`config.mk`:
```
export PLATFORM = sky130hd
export DESIGN_NAME = branch_resolve_ctrl
export DESIGN_NICKNAME = d
export VERILOG_FILES = /design/src/rtl/branch_resolve_ctrl.sv
export SDC_FILE = /design/constraint.sdc
export NUM_CORES = 1
export LEC_CHECK = 0
export BUFFER_PORTS_ARGS = -buffer_cell sky130_fd_sc_hd__buf_4
export CORE_AREA = 4 4 134 124
export CTS_CLUSTER_SIZE = 12
export DETAILED_ROUTE_END_ITERATION = 10
export DIE_AREA = 0 0 138 128
export PLACE_DENSITY_LB_ADDON = 0.08
export SYNTH_ARGS = -nofsm -noshare
export SYNTH_HDL_FRONTEND = slang
export SYNTH_SLANG_ARGS = --single-unit
```
`constraint.sdc`:
```
create_clock -name clk_i -period 7.5 [get_ports clk_i]
set_clock_uncertainty 0.2 [all_clocks]
set_input_delay 1.5 -clock clk_i [delete_from_list [all_inputs] [get_ports clk_i]]
set_output_delay 1.5 -clock clk_i [all_outputs]
set_load 0.005 [all_outputs]
```
`src/rtl/branch_resolve_ctrl.sv`:
```
// Branch resolve controller: tracks unresolved branches, throttles issue,
// and sequences mispredict recovery (held redirect, then one-cycle squash).
module branch_resolve_ctrl #(
  parameter int NR_UNRESOLVED = 4,
  parameter int CNT_W = $clog2(NR_UNRESOLVED + 1)
) (
  input  logic             clk_i,
  input  logic             rst_ni,
  input  logic             flush_i,
  input  logic             debug_mode_i,
  input  logic             issue_branch_i,
  output logic             issue_ready_o,
  input  logic             resolve_valid_i,
  input  logic             resolve_mispredict_i,
  input  logic [63:0]      resolve_target_i,
  output logic             redirect_valid_o,
  output logic [63:0]      redirect_pc_o,
  input  logic             redirect_ready_i,
  output logic             squash_o,
  output logic [CNT_W-1:0] outstanding_o,
  output logic             resolve_err_o,
  output logic [31:0]      mispredict_cnt_o
);

  typedef enum logic [1:0] {
    IDLE,
    REDIRECT,
    SQUASH
  } state_e;

  localparam logic [CNT_W-1:0] MaxCnt = CNT_W'(NR_UNRESOLVED);

  state_e           r_state;
  logic [CNT_W-1:0] r_cnt;
  logic             r_rvalid;
  logic [63:0]      r_rpc;
  logic             r_squash;
  logic             r_err;
  logic [31:0]      r_mcnt;

  logic w_idle;
  logic w_full;
  logic w_hs;
  logic w_dec;
  logic w_mis;
  logic w_zero;

  assign w_idle = (r_state == IDLE);
  assign w_full = (r_cnt >= MaxCnt);
  assign w_zero = (r_cnt == '0);
  assign w_mis  = resolve_valid_i & resolve_mispredict_i;

  // At full, a correct resolve in the same cycle frees a slot for the issue.
  assign issue_ready_o = w_idle &
    (!w_full | (resolve_valid_i & !resolve_mispredict_i));

  assign w_hs  = issue_branch_i & issue_ready_o;
  assign w_dec = resolve_valid_i & !w_zero;

  always_ff @(posedge clk_i or negedge rst_ni) begin
    if (!rst_ni) begin
      r_state  <= IDLE;
      r_cnt    <= '0;
      r_rvalid <= 1'b0;
      r_rpc    <= '0;
      r_squash <= 1'b0;
      r_err    <= 1'b0;
      r_mcnt   <= '0;
    end else if (flush_i) begin
      r_state  <= IDLE;
      r_cnt    <= '0;
      r_rvalid <= 1'b0;
      r_squash <= 1'b0;
      r_err    <= 1'b0;
    end else begin
      unique case (r_state)
        IDLE: begin
          r_squash <= 1'b0;
          r_err    <= resolve_valid_i & w_zero;
          if (w_mis) begin
            // The same-cycle issue is younger and will be squashed.
            r_cnt    <= r_cnt - CNT_W'(w_dec);
            r_rpc    <= resolve_target_i;
            r_rvalid <= 1'b1;
            r_state  <= REDIRECT;
            if (!debug_mode_i) r_mcnt <= r_mcnt + 32'd1;
          end else begin
            r_cnt <= r_cnt + CNT_W'(w_hs) - CNT_W'(w_dec);
          end
        end
        REDIRECT: begin
          r_err    <= 1'b0;
          r_squash <= 1'b0;
          if (redirect_ready_i) begin
            r_rvalid <= 1'b0;
            r_squash <= 1'b1;
            r_cnt    <= '0;
            r_state  <= SQUASH;
          end
        end
        SQUASH: begin
          r_err    <= 1'b0;
          r_squash <= 1'b0;
          r_cnt    <= '0;
          r_state  <= IDLE;
        end
        default: begin
          r_state <= IDLE;
        end
      endcase
    end
  end

  assign redirect_valid_o = r_rvalid;
  assign redirect_pc_o    = r_rpc;
  assign squash_o         = r_squash;
  assign outstanding_o    = r_cnt;
  assign resolve_err_o    = r_err;
  assign mispredict_cnt_o = r_mcnt;

endmodule

```
==> results_dict.tcl, run 1 <==
set metrics [dict create \
    status "finished clean" \
    arrival_ns 2.19 \
    hp-start "redirect_pc_o[52]" \
    setup_viol 0 \
    grt_pass1_wl_um 20200 \
    utilization_pct 41.9 \
    r2r_setup_slack_ns 4.41 \
    multiInputGateArea_um2 1790 \
    cpMaxStageDelayCell "a21boi_0" \
    ir_drop_v 0.000104 \
    final_max_slew_viol_count 0 \
    r2r_start "r_state[0]" \
    fmax_mhz 257 \
    drt-met1-wl_um 5200 \
    dp_slack_ns 3.64 \
    hold_path.class "reg2reg" \
    drt_iter0_markers 175 \
    wl_um 12100 \
    r2r-end "outstanding_o[2]" \
    synth_top_area_share_pct 58.0 \
    dr.max_layer_used "met4" \
    cts_resized 0 \
    drc 0 \
    power_density_nw_per_um2 258 \
    postCtsSetupRepairBufs 0 \
    regArea_um2 2600 \
    fp-row-count 43 \
    layout_common_cells "nand2_1 (210), buf_4 (177), dfrtp_1 (104)" \
    fin_nets 724 \
    crit_required_ns 5.80 \
    netlist_top_cells_area "dfrtp_1 (58%), nand2_1 (18%), xnor2_1 (3.7%), xor2_1 (2.5%), ha_1 (2.5%)" \
    io_buffers 174 \
    globalplace.congestion 0.781 \
    hpwl_um 8720 \
    cp_max_fo 5 \
    drv_cap 0 \
    root_buffer "clkbuf_16" \
    start_util_pct 29.6 \
    rsz0062_at_grt "no" \
    synth_top_area_cell "dfrtp_1" \
    syn2layout_area_growth_pct 41.5 \
    ys_ff_latch 104 \
    wl_per_cell_um 14.3 \
    grt_pass1_vias 3889 \
    critPathMostFrequentCell "buf_4" \
    netlist_instances 472 \
    path_cells "buf_4 -> nand2b_1 -> a21boi_0 -> buf_4" \
    setup_ws_ns 3.61 \
    syn_nets 554 \
    core_area_um2 15200 \
    min_path_cells 2 \
    cts_hold_buffers 0 \
    die_w_um 138 \
    cts-htree-levels 3 \
    path_class "in2out" \
    slowest_delay_ns 0.25 \
    cts_made_buffers 9 \
    layout_commonest_cell "nand2_1" \
    relSlewSlack_pct 27.1 \
    ant_nets 0 \
    cp-end-kind "output pin" \
    die_area_um2 17700 \
    yosysWarningCount 0 \
    diodes 0 \
    synthDistinctLibCells 39 \
    wl_met2_um 5580 \
    path_clk_slew_ns 0.06 \
    wl_met3_um 1210 \
    worst_pin_slew_ns 1.08 \
    cts.sinks 104 \
    syn_area_um2 4490 \
    grt-ovfl-total 0 \
    p_leak_nw 3.38 \
    finalHoldViolCount 0 \
    num_vias 3688 \
    clk_latency_ns 0.34 \
    syn_area_per_cell_um2 9.51 \
    hold-worst-slack_ns 0.276 \
    antenna_found_initial 0 \
    r2r_cells 13 \
    clockBufferDepth 2 \
    hold_end "redirect_pc_o[52]" \
    ioPinCount 175 \
    start_kind "primary input" \
    viasPerCell 4.35 \
    grt_start_max_net_pins 67 \
    layout-drive-gt1-share_pct 31.1 \
    cts_tree "done" \
    min_period_over_period_pct 51.8 \
    ys_seq_area_share_pct 58.0 \
    dr.pass1.iters 4 \
    min_period_ns 3.89 \
    final.setup.tns_ns 0 \
    die_y_um 128 \
    gr-usage-all-layers_pct 14.0 \
    nFillCells 1566 \
]
-- how the worst max path moves through the flow --
stage,from,endpoint,slack [ns],depth (start not counted)
global route,resolve_mispredict_i,issue_ready_o,3.55,4
floorplan,resolve_valid_i,outstanding_o[2],3.80,13
global placement,resolve_mispredict_i,issue_ready_o,3.64,4
detailed placement,resolve_mispredict_i,issue_ready_o,3.64,4
finish,resolve_mispredict_i,issue_ready_o,3.61,4
CTS,resolve_mispredict_i,issue_ready_o,3.63,4
-- where the power goes --
part / switching [mW] / leakage, nW / internal (mW) / total (mW)
registers: 0.0680 / 1.35 / 0.652 / 0.720
logic: 0.164 / 1.86 / 0.204 / 0.367
clock network: 0.207 / 0.172 / 0.344 / 0.551
total: 0.439 / 3.38 / 1.20 / 1.64
-- per-stage QoR --
step / area, µm² / total power [mW] / cells
3_3_place_gp: 6000 / 1.10 / 833
2_1_floorplan: 4490 / 0.868 / 472
5_1_grt: 6350 / 1.75 / 848
3_5_place_dp: 6000 / 1.11 / 833
6_report: 6350 / 1.64 / 848
4_1_cts: 6350 / 1.67 / 848
-- kinds of logic after synthesis --
logic type,Yosys count,synth area share [%]
compound gates,13,1.67
xor+xnor,32,6.24
fa+ha+maj,10,2.95
buf+inv,26,2.31
flops,104,58.0
mux,3,0.697
simple gates,284,28.1
-- flip-flops by register name (all words and copies together), names as in the netlist --
| signal | cells |
|---|---|
| mispredict_cnt_o | 32 |
| outstanding_o | 3 |
| r_state | 2 |
| redirect_pc_o | 64 |
| redirect_valid_o | 1 |
| resolve_err_o | 1 |
| squash_o | 1 |
-- layout make-up --
| type | instances | share of cell area, % |
|---|---|---|
| repair buffers | 177 | 20.9 |
| multi-input cells | 342 | 28.1 |
| clock inverters | 4 | 1.56 |
| well taps | 202 | 3.98 |
| inverters | 8 | 0.473 |
| clock buffers | 11 | 3.98 |
| flip-flops and latches | 104 | 41.0 |
-- worst max-delay path, delay by kind of cell --
kind	cells	cell delay, ns
buffers and inverters	2	0.31
AND/OR/NAND/NOR	1	0.13
AO/OA/AOI/OAI	1	0.25
-- Yosys cell counts --
cell and count:
and3_1 7, or2b_1 1, o41ai_1 1, or4b_4 1
a21oi_1 6, a31oi_1 2, nor3_1 8, xor2_1 13
dfrtp_1 104, nand2_1 210, mux2i_1 2, buf_4 1
o22ai_1 1, nor4b_1 1, nor2b_1 4, nor3b_1 1
nand4b_4 1, clkbuf_1 15, mux2_2 1, nor4_4 1
a21boi_0 1, buf_2 2, xnor2_1 19, and2_0 1
nand2b_1 2, and4_1 1, o21ai_0 2, nand3_1 13
inv_1 8, fa_1 1, ha_1 9, or2_2 1
nand4_1 11, nor4b_2 1, nor4_2 1, or4_1 1
or4_4 1, nor2_1 12, nor4_1 4
-- routing by layer --
metal,vias up,global-route usage [%]
met2,108,22.0
li1,1846,-
met4,0,3.66
met1,1722,17.4
met5,-,0
met3,12,6.86
Power figures use the tool's default switching activity.
==> run 2: changes to the inputs <==
==> constraint.sdc (replaced) <==
create_clock -name clk_i -period 3.3 [get_ports clk_i]
set_clock_uncertainty 0.2 [all_clocks]
set_input_delay 0.66 -clock clk_i [delete_from_list [all_inputs] [get_ports clk_i]]
set_output_delay 0.66 -clock clk_i [all_outputs]
set_load 0.005 [all_outputs]
==> results_dict.tcl, run 2 (synthesis results as in run 1) <==
set metrics [dict create \
    status "finished clean" \
    fin_nets 727 \
    relSlewSlack_pct 43.8 \
    rsz0062_at_grt "no" \
    num_vias 3730 \
    path_class "reg2reg" \
    fmax_mhz 351 \
    viasPerCell 4.38 \
    drt_iter0_markers 137 \
    drv_cap 0 \
    root_buffer "clkbuf_16" \
    layout-drive-gt1-share_pct 31.4 \
    p_leak_nw 3.40 \
    gr-usage-all-layers_pct 14.1 \
    clk_latency_ns 0.35 \
    core_area_um2 15200 \
    die_y_um 128 \
    setup_viol 0 \
    wl_per_cell_um 14.4 \
    place_area_um2 6040 \
    cp-end-kind "register" \
    start_util_pct 29.6 \
    cts_tree "done" \
    ir_drop_v 0.000258 \
    grt_start_max_net_pins 65 \
    clockBufferDepth 2 \
    layout_common_cells "nand2_1 (210), buf_4 (179), dfrtp_1 (104)" \
    wl_um 12300 \
    grt_pass1_vias 3853 \
    die_area_um2 17700 \
    worst_pin_slew_ns 0.844 \
    postCtsSetupRepairBufs 0 \
    fp-row-count 43 \
    min_period_ns 2.85 \
    path_clk_slew_ns 0.07 \
    dr.pass1.iters 4 \
    start_kind "register" \
    cts-htree-levels 3 \
    hold_path.class "in2async" \
    cts_resized 0 \
    layout_commonest_cell "nand2_1" \
    cts_made_buffers 9 \
    final.setup.tns_ns 0 \
    syn2layout_area_growth_pct 42.1 \
    cts.sinks 104 \
    arrival_ns 2.92 \
    ant_nets 0 \
    antenna_found_initial 0 \
    final_cell_area_um2 6380 \
    hpwl_um 8650 \
    io_buffers 174 \
    grt-ovfl-total 0 \
    cp_max_fo 5 \
    power.total_mw 3.71 \
    largest_reg_flops 64 \
    cts_hold_buffers 0 \
    drc 0 \
    ioPinCount 175 \
    die_w_um 138 \
    globalplace.congestion 0.755 \
    power_density_nw_per_um2 582 \
    diodes 0 \
    min_period_over_period_pct 86.3 \
    grt_pass1_wl_um 20200 \
    crit_required_ns 3.37 \
    finalHoldViolCount 0 \
    final_max_slew_viol_count 0 \
]
## run 2: area by class of cell
cell class                      count  area, µm²
Timing Repair Buffer              180       1360
Clock buffer                       10        239
Sequential cell                   104       2600
Inverter                            8       30.0
Clock inverter                      5        104
Tap cell                          202        253
Fill cell                        1538       8790
Multi-Input combinational cell    342       1790
## run 2: power by group
| part | internal, mW | switching [mW] |
|---|---|---|
| Sequential | 1.48 | 0.148 |
| Clock | 0.760 | 0.481 |
| Combinational | 0.466 | 0.379 |
| Total | 2.71 | 1.01 |
## run 2: worst paths after layout
kind,slack [ns],cells past startpoint,start,endpoint
setup reg to reg,0.45,13,r_state[0],outstanding_o[2]
hold reg to reg,0.27,2,redirect_pc_o[61],redirect_pc_o[61]
setup / recovery,0.45,13,r_state[0],outstanding_o[2]
hold / removal,0.19,1,rst_ni,redirect_valid_o
min in group clk_i,0.27,2,redirect_pc_o[61],redirect_pc_o[61]
max in group asynchronous,1.98,2,rst_ni,redirect_pc_o[28]
## run 2: through the flow
step                      cells  hold WS, ns  setup WS [ns]  utilization (%)
final                       851        0.190          0.453             42.1
after detailed placement    836        0.263          0.261             39.8
after global routing        851        0.267          0.244             42.1
after CTS                   851        0.238          0.436             42.1
after floorplan             472        0.164          0.444                -
after global placement      836        0.259          0.349             39.8
## run 2: routing by layer
| metal | share of wire, % | global-route usage (%) |
|---|---|---|
| met5 | 0 | 0 |
| met4 | 1.0 | 3.49 |
| met3 | 9.4 | 7.12 |
| met2 | 46 | 22.7 |
| met1 | 43 | 16.9 |
## run 2: critical path: stages, from the launching register on
cell and delay, ns:
dfrtp_1 0.43, inv_1 0.10, ha_1 0.19, a21boi_0 0.27
nand2_1 0.09, ha_1 0.27, inv_1 0.06, ha_1 0.13
inv_1 0.05, fa_1 0.37, xor2_1 0.15, mux2i_1 0.20
a21oi_1 0.09, o22ai_1 0.17
